File: config.mk
export PLATFORM = sky130hd
export DESIGN_NAME = imem_dmem_port_arbiter_flat
export DESIGN_NICKNAME = d
export VERILOG_FILES = /design/src/rtl/imem_dmem_port_arbiter_if.sv /design/src/rtl/imem_dmem_port_arbiter.sv /design/src/flat_wrapper.sv
export SDC_FILE = /design/constraint.sdc
export NUM_CORES = 1
export LEC_CHECK = 0
export BUFFER_PORTS_ARGS = -buffer_cell sky130_fd_sc_hd__buf_2
export CAP_MARGIN = 20
export CORE_AREA = 2 2 149 151
export DETAILED_ROUTE_END_ITERATION = 7
export DIE_AREA = 0 0 151 153
export GPL_ROUTABILITY_DRIVEN = 1
export GPL_TIMING_DRIVEN = 0
export PLACE_DENSITY_LB_ADDON = 0.15
export SETUP_SLACK_MARGIN = 0.15
export SLEW_MARGIN = 20
export SYNTH_ARGS = -nofsm -noshare
export SYNTH_HDL_FRONTEND = slang
export SYNTH_SLANG_ARGS = --single-unit
File: constraint.sdc
create_clock -name clk -period 4.7 [get_ports clk]
set_input_delay 0.47 -clock clk [delete_from_list [all_inputs] [get_ports clk]]
set_output_delay 0.47 -clock clk [all_outputs]
set_load 0.03 [all_outputs]
File: src/rtl/imem_dmem_port_arbiter_if.sv
// CPU instruction/data SRAM ports plus the shared physical memory port.
// The arbiter sits on the slave side; the CPU and memory side uses master.
interface imem_dmem_port_arbiter_if;
  logic [31:0] cpu_inst_addr;
  logic [31:0] cpu_inst_rdata;
  logic        cpu_data_en;
  logic [3:0]  cpu_data_wen;
  logic [31:0] cpu_data_addr;
  logic [31:0] cpu_data_wdata;
  logic [31:0] cpu_data_rdata;
  logic        req_inst;
  logic        req_data;
  logic        mem_en;
  logic [3:0]  mem_wen;
  logic [31:0] mem_addr;
  logic [31:0] mem_wdata;
  logic [31:0] mem_rdata;

  modport slave (
    input  cpu_inst_addr, cpu_data_en, cpu_data_wen, cpu_data_addr, cpu_data_wdata, mem_rdata,
    output cpu_inst_rdata, cpu_data_rdata, req_inst, req_data,
    output mem_en, mem_wen, mem_addr, mem_wdata
  );

  modport master (
    output cpu_inst_addr, cpu_data_en, cpu_data_wen, cpu_data_addr, cpu_data_wdata, mem_rdata,
    input  cpu_inst_rdata, cpu_data_rdata, req_inst, req_data,
    input  mem_en, mem_wen, mem_addr, mem_wdata
  );
endinterface

File: src/rtl/imem_dmem_port_arbiter.sv
// Shares one single-port, 1-cycle-latency SRAM between instruction fetch and data access.
// Data wins; a data access costs one req_data cycle followed by one req_inst refetch cycle.
module imem_dmem_port_arbiter #(
  parameter logic [31:0] ADDR_MASK = 32'h1FFF_FFFF,
  parameter int unsigned CNT_W     = 32
) (
  input  logic                     clk,
  input  logic                     resetn,
  imem_dmem_port_arbiter_if.slave  bus,
  output logic [CNT_W-1:0]         perf_fetch_cnt,
  output logic [CNT_W-1:0]         perf_data_cnt,
  output logic [CNT_W-1:0]         perf_stall_cnt
);

  typedef enum logic [1:0] {StBoot, StFetch, StDresp} state_e;

  state_e      state_q;
  logic        prev_fetch_q;
  logic [31:0] inst_hold_q;
  logic [31:0] data_hold_q;
  logic        fetch_issue;
  logic        data_issue;
  logic        stall;

  always_comb begin
    fetch_issue        = 1'b0;
    data_issue         = 1'b0;
    bus.mem_en         = 1'b0;
    bus.mem_wen        = 4'b0000;
    bus.mem_addr       = bus.cpu_inst_addr & ADDR_MASK;
    bus.mem_wdata      = bus.cpu_data_wdata;
    bus.req_inst       = 1'b1;
    bus.req_data       = 1'b0;
    bus.cpu_inst_rdata = '0;
    bus.cpu_data_rdata = '0;
    if (resetn) begin
      unique case (state_q)
        StBoot:  fetch_issue = 1'b1;
        StFetch: begin
          bus.req_inst = ~prev_fetch_q;
          data_issue   = bus.cpu_data_en;
          fetch_issue  = ~bus.cpu_data_en;
        end
        // cpu_data_en still shows the access being retired here
        StDresp: fetch_issue = 1'b1;
        default: fetch_issue = 1'b0;
      endcase
      bus.mem_en   = fetch_issue | data_issue;
      bus.req_data = data_issue;
      if (data_issue) begin
        bus.mem_wen  = bus.cpu_data_wen;
        bus.mem_addr = bus.cpu_data_addr & ADDR_MASK;
      end
      bus.cpu_inst_rdata = prev_fetch_q ? bus.mem_rdata : inst_hold_q;
      bus.cpu_data_rdata = (state_q == StDresp) ? bus.mem_rdata : data_hold_q;
    end
  end

  assign stall = bus.req_inst | bus.req_data;

  always_ff @(posedge clk) begin
    if (!resetn) begin
      state_q        <= StBoot;
      prev_fetch_q   <= 1'b0;
      inst_hold_q    <= '0;
      data_hold_q    <= '0;
      perf_fetch_cnt <= '0;
      perf_data_cnt  <= '0;
      perf_stall_cnt <= '0;
    end else begin
      prev_fetch_q <= fetch_issue;
      if (prev_fetch_q) inst_hold_q <= bus.mem_rdata;
      if (state_q == StDresp) data_hold_q <= bus.mem_rdata;
      unique case (state_q)
        StBoot:  state_q <= StFetch;
        StFetch: state_q <= data_issue ? StDresp : StFetch;
        StDresp: state_q <= StFetch;
        default: state_q <= StBoot;
      endcase
      perf_fetch_cnt <= perf_fetch_cnt + CNT_W'(fetch_issue);
      perf_data_cnt  <= perf_data_cnt + CNT_W'(data_issue);
      perf_stall_cnt <= perf_stall_cnt + CNT_W'(stall);
    end
  end

endmodule

File: src/flat_wrapper.sv
// flat-port wrapper written by rule: the top's interface ports become plain ports
module imem_dmem_port_arbiter_flat 
#(
  parameter logic [31:0] ADDR_MASK = 32'h1FFF_FFFF,
  parameter int unsigned CNT_W     = 32
)
  (clk, resetn, perf_fetch_cnt, perf_data_cnt, perf_stall_cnt, bus_cpu_inst_addr, bus_cpu_data_en, bus_cpu_data_wen, bus_cpu_data_addr, bus_cpu_data_wdata, bus_mem_rdata, bus_cpu_inst_rdata, bus_cpu_data_rdata, bus_req_inst, bus_req_data, bus_mem_en, bus_mem_wen, bus_mem_addr, bus_mem_wdata);
  imem_dmem_port_arbiter_if bus_i ();
  input  logic clk;
  input  logic resetn;
  output logic [CNT_W-1:0] perf_fetch_cnt;
  output logic [CNT_W-1:0] perf_data_cnt;
  output logic [CNT_W-1:0] perf_stall_cnt;
  input wire logic [$bits(bus_i.cpu_inst_addr)-1:0] bus_cpu_inst_addr;
  input wire logic [$bits(bus_i.cpu_data_en)-1:0] bus_cpu_data_en;
  input wire logic [$bits(bus_i.cpu_data_wen)-1:0] bus_cpu_data_wen;
  input wire logic [$bits(bus_i.cpu_data_addr)-1:0] bus_cpu_data_addr;
  input wire logic [$bits(bus_i.cpu_data_wdata)-1:0] bus_cpu_data_wdata;
  input wire logic [$bits(bus_i.mem_rdata)-1:0] bus_mem_rdata;
  output wire logic [$bits(bus_i.cpu_inst_rdata)-1:0] bus_cpu_inst_rdata;
  output wire logic [$bits(bus_i.cpu_data_rdata)-1:0] bus_cpu_data_rdata;
  output wire logic [$bits(bus_i.req_inst)-1:0] bus_req_inst;
  output wire logic [$bits(bus_i.req_data)-1:0] bus_req_data;
  output wire logic [$bits(bus_i.mem_en)-1:0] bus_mem_en;
  output wire logic [$bits(bus_i.mem_wen)-1:0] bus_mem_wen;
  output wire logic [$bits(bus_i.mem_addr)-1:0] bus_mem_addr;
  output wire logic [$bits(bus_i.mem_wdata)-1:0] bus_mem_wdata;
  assign bus_i.cpu_inst_addr = bus_cpu_inst_addr;
  assign bus_i.cpu_data_en = bus_cpu_data_en;
  assign bus_i.cpu_data_wen = bus_cpu_data_wen;
  assign bus_i.cpu_data_addr = bus_cpu_data_addr;
  assign bus_i.cpu_data_wdata = bus_cpu_data_wdata;
  assign bus_i.mem_rdata = bus_mem_rdata;
  assign bus_cpu_inst_rdata = bus_i.cpu_inst_rdata;
  assign bus_cpu_data_rdata = bus_i.cpu_data_rdata;
  assign bus_req_inst = bus_i.req_inst;
  assign bus_req_data = bus_i.req_data;
  assign bus_mem_en = bus_i.mem_en;
  assign bus_mem_wen = bus_i.mem_wen;
  assign bus_mem_addr = bus_i.mem_addr;
  assign bus_mem_wdata = bus_i.mem_wdata;
  imem_dmem_port_arbiter #(.ADDR_MASK(ADDR_MASK), .CNT_W(CNT_W)) u_core (.clk(clk), .resetn(resetn), .bus(bus_i), .perf_fetch_cnt(perf_fetch_cnt), .perf_data_cnt(perf_data_cnt), .perf_stall_cnt(perf_stall_cnt));
endmodule
Yosys cells after proc, flatten, opt, wreduce, memory -nomap -nowiden:

Index checks and enable logic that the tools add are counted.

* $add $sub $neg: 3
* equality and inequality tests: 2
* muxes and demuxes: 19
* bitwise operators: 4
* reduce and logical (&&, ||, !) cells: 2

Operators with widths (number)
* 2-to-1 mux 32 bit: 5
* adder 32 x 1 -> 32 bit: 3
* 2-to-1 mux 29 bit: 1
* 2-to-1 mux 1 bit: 8
* 2-to-1 mux 4 bit: 2
* one-hot mux 2 bit (2 select lines): 1
* == test 2 x 1 -> 1 bit, second input constant: 1
* == test 2 bit, second input constant: 1
* logical NOT 2 bit: 1
* 2-to-1 mux 2 bit: 1
* NOT 1 bit: 2
* bitwise OR 1 bit: 2
* one-hot mux 1 bit (2 select lines): 1
* OR reduction 2 bit: 1

* register bits after elaboration: 163
* input bits: 135
* output and inout port bits: 231

Logic depth before layout (Yosys ltp):

* depth after elaboration: 6
* depth in mapped cells: 13
* gate-level depth less buffers: 10

Least setup slack after synthesis:

OpenSTA, ideal clock, no wires.

* path kind: input-to-reg
* from: input port resetn
* to: register u_core.perf_fetch_cnt[28]
* library setup time: 70 ps
* arrival time: 3094 ps
* data required time: 4630 ps
* slack: 1535 ps
* stages: 9
* path buffers: 0
* cells stage by stage: inv_1 -> a21oi_1 -> a21boi_0 -> ha_1 -> ha_1 -> nand4_1 -> or4_4 -> or4_1 -> a21oi_1

* longest elaborated chain between the ends: 2

Ends and longest elaborated chain
* from (decl): line flat_wrapper.sv:10 `input logic resetn;`
* 2-to-1 mux 1 bit: line imem_dmem_port_arbiter.sv:36 `if (resetn) begin`
* net u_core.fetch_issue: line imem_dmem_port_arbiter.sv:21 `logic fetch_issue;`
* adder 32 x 1 -> 32 bit: line imem_dmem_port_arbiter.sv:80 `perf_fetch_cnt <= perf_fetch_cnt + CNT_W'(fetch_issue);`
* to (signal assigned): line imem_dmem_port_arbiter.sv:80
* to (decl): line imem_dmem_port_arbiter.sv:10 `output logic [CNT_W-1:0] perf_fetch_cnt,`

The timed path passes the listed nets, and every way through them passes these cells.
A chain may end at the register's enable or synchronous reset.

Final worst setup path:

* from: register u_core.state_q[0]
* to: register u_core.perf_data_cnt[22]

* longest elaborated chain between the ends: 5

Ends and longest elaborated chain
* from (decl): line imem_dmem_port_arbiter.sv:17 `state_e state_q;`
* from (signal assigned): line imem_dmem_port_arbiter.sv:63 `state_q <= StBoot;`
* from (signal assigned): line imem_dmem_port_arbiter.sv:75 `StBoot: state_q <= StFetch;`
* from (signal assigned): line imem_dmem_port_arbiter.sv:76 `StFetch: state_q <= data_issue ? StDresp : StFetch;`
* == test 2 x 1 -> 1 bit: line imem_dmem_port_arbiter.sv:37 `unique case (state_q)`
* 2-to-1 mux 1 bit: line imem_dmem_port_arbiter.sv:37
* 2-to-1 mux 1 bit (2 in a row): line imem_dmem_port_arbiter.sv:36
* adder 32 x 1 -> 32 bit: line imem_dmem_port_arbiter.sv:81 `perf_data_cnt <= perf_data_cnt + CNT_W'(data_issue);`
* to (signal assigned): line imem_dmem_port_arbiter.sv:81
* to (decl): line imem_dmem_port_arbiter.sv:11 `output logic [CNT_W-1:0] perf_data_cnt,`

Every way passes these cells. The select of a mux whose other input is x is not followed.

==> impl_metrics.tcl <==
set metrics [dict create \
    ys_warn_count 0 \
    post_cts_buffers 0 \
    ant_nets 0 \
    seqCellArea_um2 3260 \
    cp_max_fo 10 \
    multi_input_area_um2 3660 \
    synth_cells 847 \
    finalSetupTns_ns 0 \
    path_delay_family "simple AND/OR/NAND/NOR gates" \
    worstPathCellList "nand2_1 > nor2_1 > nand2_1 > clkbuf_1 > inv_1 > ha_1 > ha_1 > and4_1 > clkbuf_1 > nand2_1 > clkbuf_1 > or4_1 > a21oi_1" \
    yosys.area.top_type "dfxtp_1" \
    cts_resized 0 \
    vias_per_cell 4.93 \
    p_clk_share_pct 42.9 \
    cts_hold_buf 0 \
    grt_max_degree 18 \
    root_buffer "clkbuf_16" \
    muxShareOfSynthArea_pct 9.51 \
    power_density_nw_per_um2 320 \
    p_int_mw 2.28 \
    start_kind "register" \
    critical_path_class "register to register" \
    initial_core_util_pct 34.6 \
    hpwl_mm 17.4 \
    synth_xor_area_share_pct 4.36 \
    synth_top_area_share_pct 43.9 \
    synth_edf_count 0 \
    drive_gt1_share_pct 36.3 \
    io_buffers 324 \
    drv_slew 0 \
    chipWidth_um 151 \
    maxCapViolations 0 \
    synth_seq_area_share_pct 43.9 \
    place_congestion 0.796 \
    crit_path_max_incr_delay_ns 0.54 \
    clock_latency_ns 0.42 \
    crit_path_end_kind "register" \
    synthMostInstantiatedCell "dfxtp_1" \
    power_switching_uw 920 \
    clkTransAtPathRegs_ns 0.07 \
    n_antenna_cell 0 \
    cts.htree.levels 4 \
    instances_no_fill 1485 \
    wl_per_cell_um 15.3 \
    nFillCells 2195 \
    cts_buffers 17 \
    grt_pass1_vias 6779 \
    finalSetupViolations 0 \
    period_share_pct 79.9 \
    dieHeight_um 153 \
    crit_required_ns 5.05 \
    die_area_um2 23100 \
    final_period_minus_worst_setup_slack_ns 3.76 \
    track_usage_pct 19.6 \
    outcome "finished clean" \
    seqPwrFrac_pct 44.6 \
    cp_num_buf_inv 4 \
    first_pass_iters 4 \
    drc_errors 0 \
    synth.distinct_cells 41 \
    clock_path_buffers 2 \
    synth_area_leaders "dfxtp_1, a21oi_1, nand2_1" \
    overflow 0 \
    relSlewSlack_pct 47.1 \
    grt_pass1_wl_mm 35.7 \
    ys_async_sr_fraction_pct 0 \
    rsz0062_at_grt "false" \
    top_level_ports 366 \
    synth-main-ff-cell "dfxtp_1" \
    grt_antenna_before_repair 0 \
    num_vias 7319 \
    syn_to_final_growth_pct 34.4 \
    synthTopCellsByCount "dfxtp_1, nand2_1, a21oi_1" \
    clock_skew_ns 0.0111 \
    worst_slew_pin_slew_ns 0.793 \
    p_sw_share_pct 28.8 \
    nNetsFinal 1333 \
    fmax_ghz 0.266 \
    hold_class "input port to register" \
    ys_ff_latch 163 \
    slowest_stage "or4_1" \
    placementRows 54 \
    core_region_area_um2 21500 \
    hold_viol_final 0 \
    clock_sinks 163 \
    synth-simple-area-share_pct 24.0 \
    critical_path_arrival_ns 4.10 \
    cts_tree "yes" \
    dp.cells 1453 \
    initialDrtViolationCount 359 \
    syn-mean-instance-area_um2 8.78 \
    synth_fa_ha_area_share_pct 1.01 \
    power_leakage_nw 4.36 \
    hold_slack_ns 0.313 \
    synth_top_family_by_area "simple AND/OR/NAND/NOR gates" \
    synth.cell_area_um2 7440 \
    synth_compound_area_share_pct 10.1 \
    peakVddDrop_mv 0.189 \
    p_comb_share_pct 12.6 \
    postRouteWirelength_mm 22.8 \
]
[flip-flops by register name (all words and copies together), names as in the netlist]
signal / count
u_core.prev_fetch_q: 1
u_core.perf_data_cnt: 32
u_core.state_q: 2
u_core.data_hold_q: 32
u_core.inst_hold_q: 32
u_core.perf_stall_cnt: 32
u_core.perf_fetch_cnt: 32
[layer usage]
metal,global-route usage [%],wire [um],vias up
li1,-,-,3673
met5,0,0,-
met1,23.3,9240,3398
met4,6.94,438,0
met3,2.93,1090,21
met2,35.5,12000,227
[cell usage in the layout (no fill, tap or decap), types with 10 or more instances in the layout]
cell type  netlist  final
buf_2            2    326
dfxtp_1        163    163
nand2_1        103    103
a21oi_1         79     79
nor2_1          70     70
mux2i_1         38     38
clkbuf_1        35     35
buf_4           35     35
o31ai_1         34     34
or4_1           33     33
nand3_1         31     31
mux2_2          29     29
nand4_1         23     23
xnor2_1         19     19
xor2_1          18     18
clkbuf_16        0     17
nor4_1          16     16
inv_1           14     14
buf_1           12     12
or3_1           11     11
and4_1          10     10
[power groups by stage]
stage	logic, mW	clock network (mW)	registers [mW]
finish	0.401	1.37	1.42
global route	0.432	1.47	1.43
CTS	0.407	1.41	1.42
detailed placement	0.406	0	1.46
global placement	0.403	0	1.45
floorplan	0.258	0	1.46
[path summary, 6_finish.rpt]
kind	cells after the start	slack, ns	from	endpoint
worst min register to register	2	0.46	u_core.data_hold_q[30]	u_core.data_hold_q[30]
worst max-delay path	13	0.94	u_core.state_q[0]	u_core.perf_data_cnt[22]
worst max register to register	13	0.94	u_core.state_q[0]	u_core.perf_data_cnt[22]
worst min-delay path	3	0.31	bus_mem_rdata[8]	u_core.data_hold_q[8]
[through the flow]
stage	worst slack (ns)	area [um2]	utilization [%]	total power, mW
global route	0.545	9990	46.5	3.33
floorplan	1.54	7440	-	1.72
detailed placement	0.757	9420	43.8	1.86
finish	0.943	9990	46.5	3.20
global placement	0.787	9420	43.8	1.86
CTS	0.875	9990	46.5	3.24
[logic make-up (layout without fill, tap and decap cells)]
logic type	after synthesis	after routing
DFF	163	163
xor gates and xnor gates	37	37
other	1	3
muxes	67	67
and+or+nand+nor	344	344
AOI/OAI and AO/OA	129	129
adders and majority gates	6	6
buffers and inverters	100	456
[layout make-up]
| type | instances | area share (%) |
|---|---|---|
| Inverter | 14 | 0.526 |
| Multi-Input combinational cell | 586 | 36.6 |
| Sequential cell | 163 | 32.7 |
| Clock inverter | 14 | 1.38 |
| Clock buffer | 18 | 4.40 |
| Timing Repair Buffer | 324 | 16.2 |
| Buffer | 86 | 4.72 |
| Tap cell | 280 | 3.51 |
[worst reg2reg max path: stages, from the launching register on]
cell and delay, ns:
dfxtp_1 0.42, nand2_1 0.07, nor2_1 0.36, nand2_1 0.28, clkbuf_1 0.42, inv_1 0.18, ha_1 0.22, ha_1 0.21
and4_1 0.20, clkbuf_1 0.23, nand2_1 0.16, clkbuf_1 0.25, or4_1 0.54, a21oi_1 0.15
(Power assumes the default switching activity.)
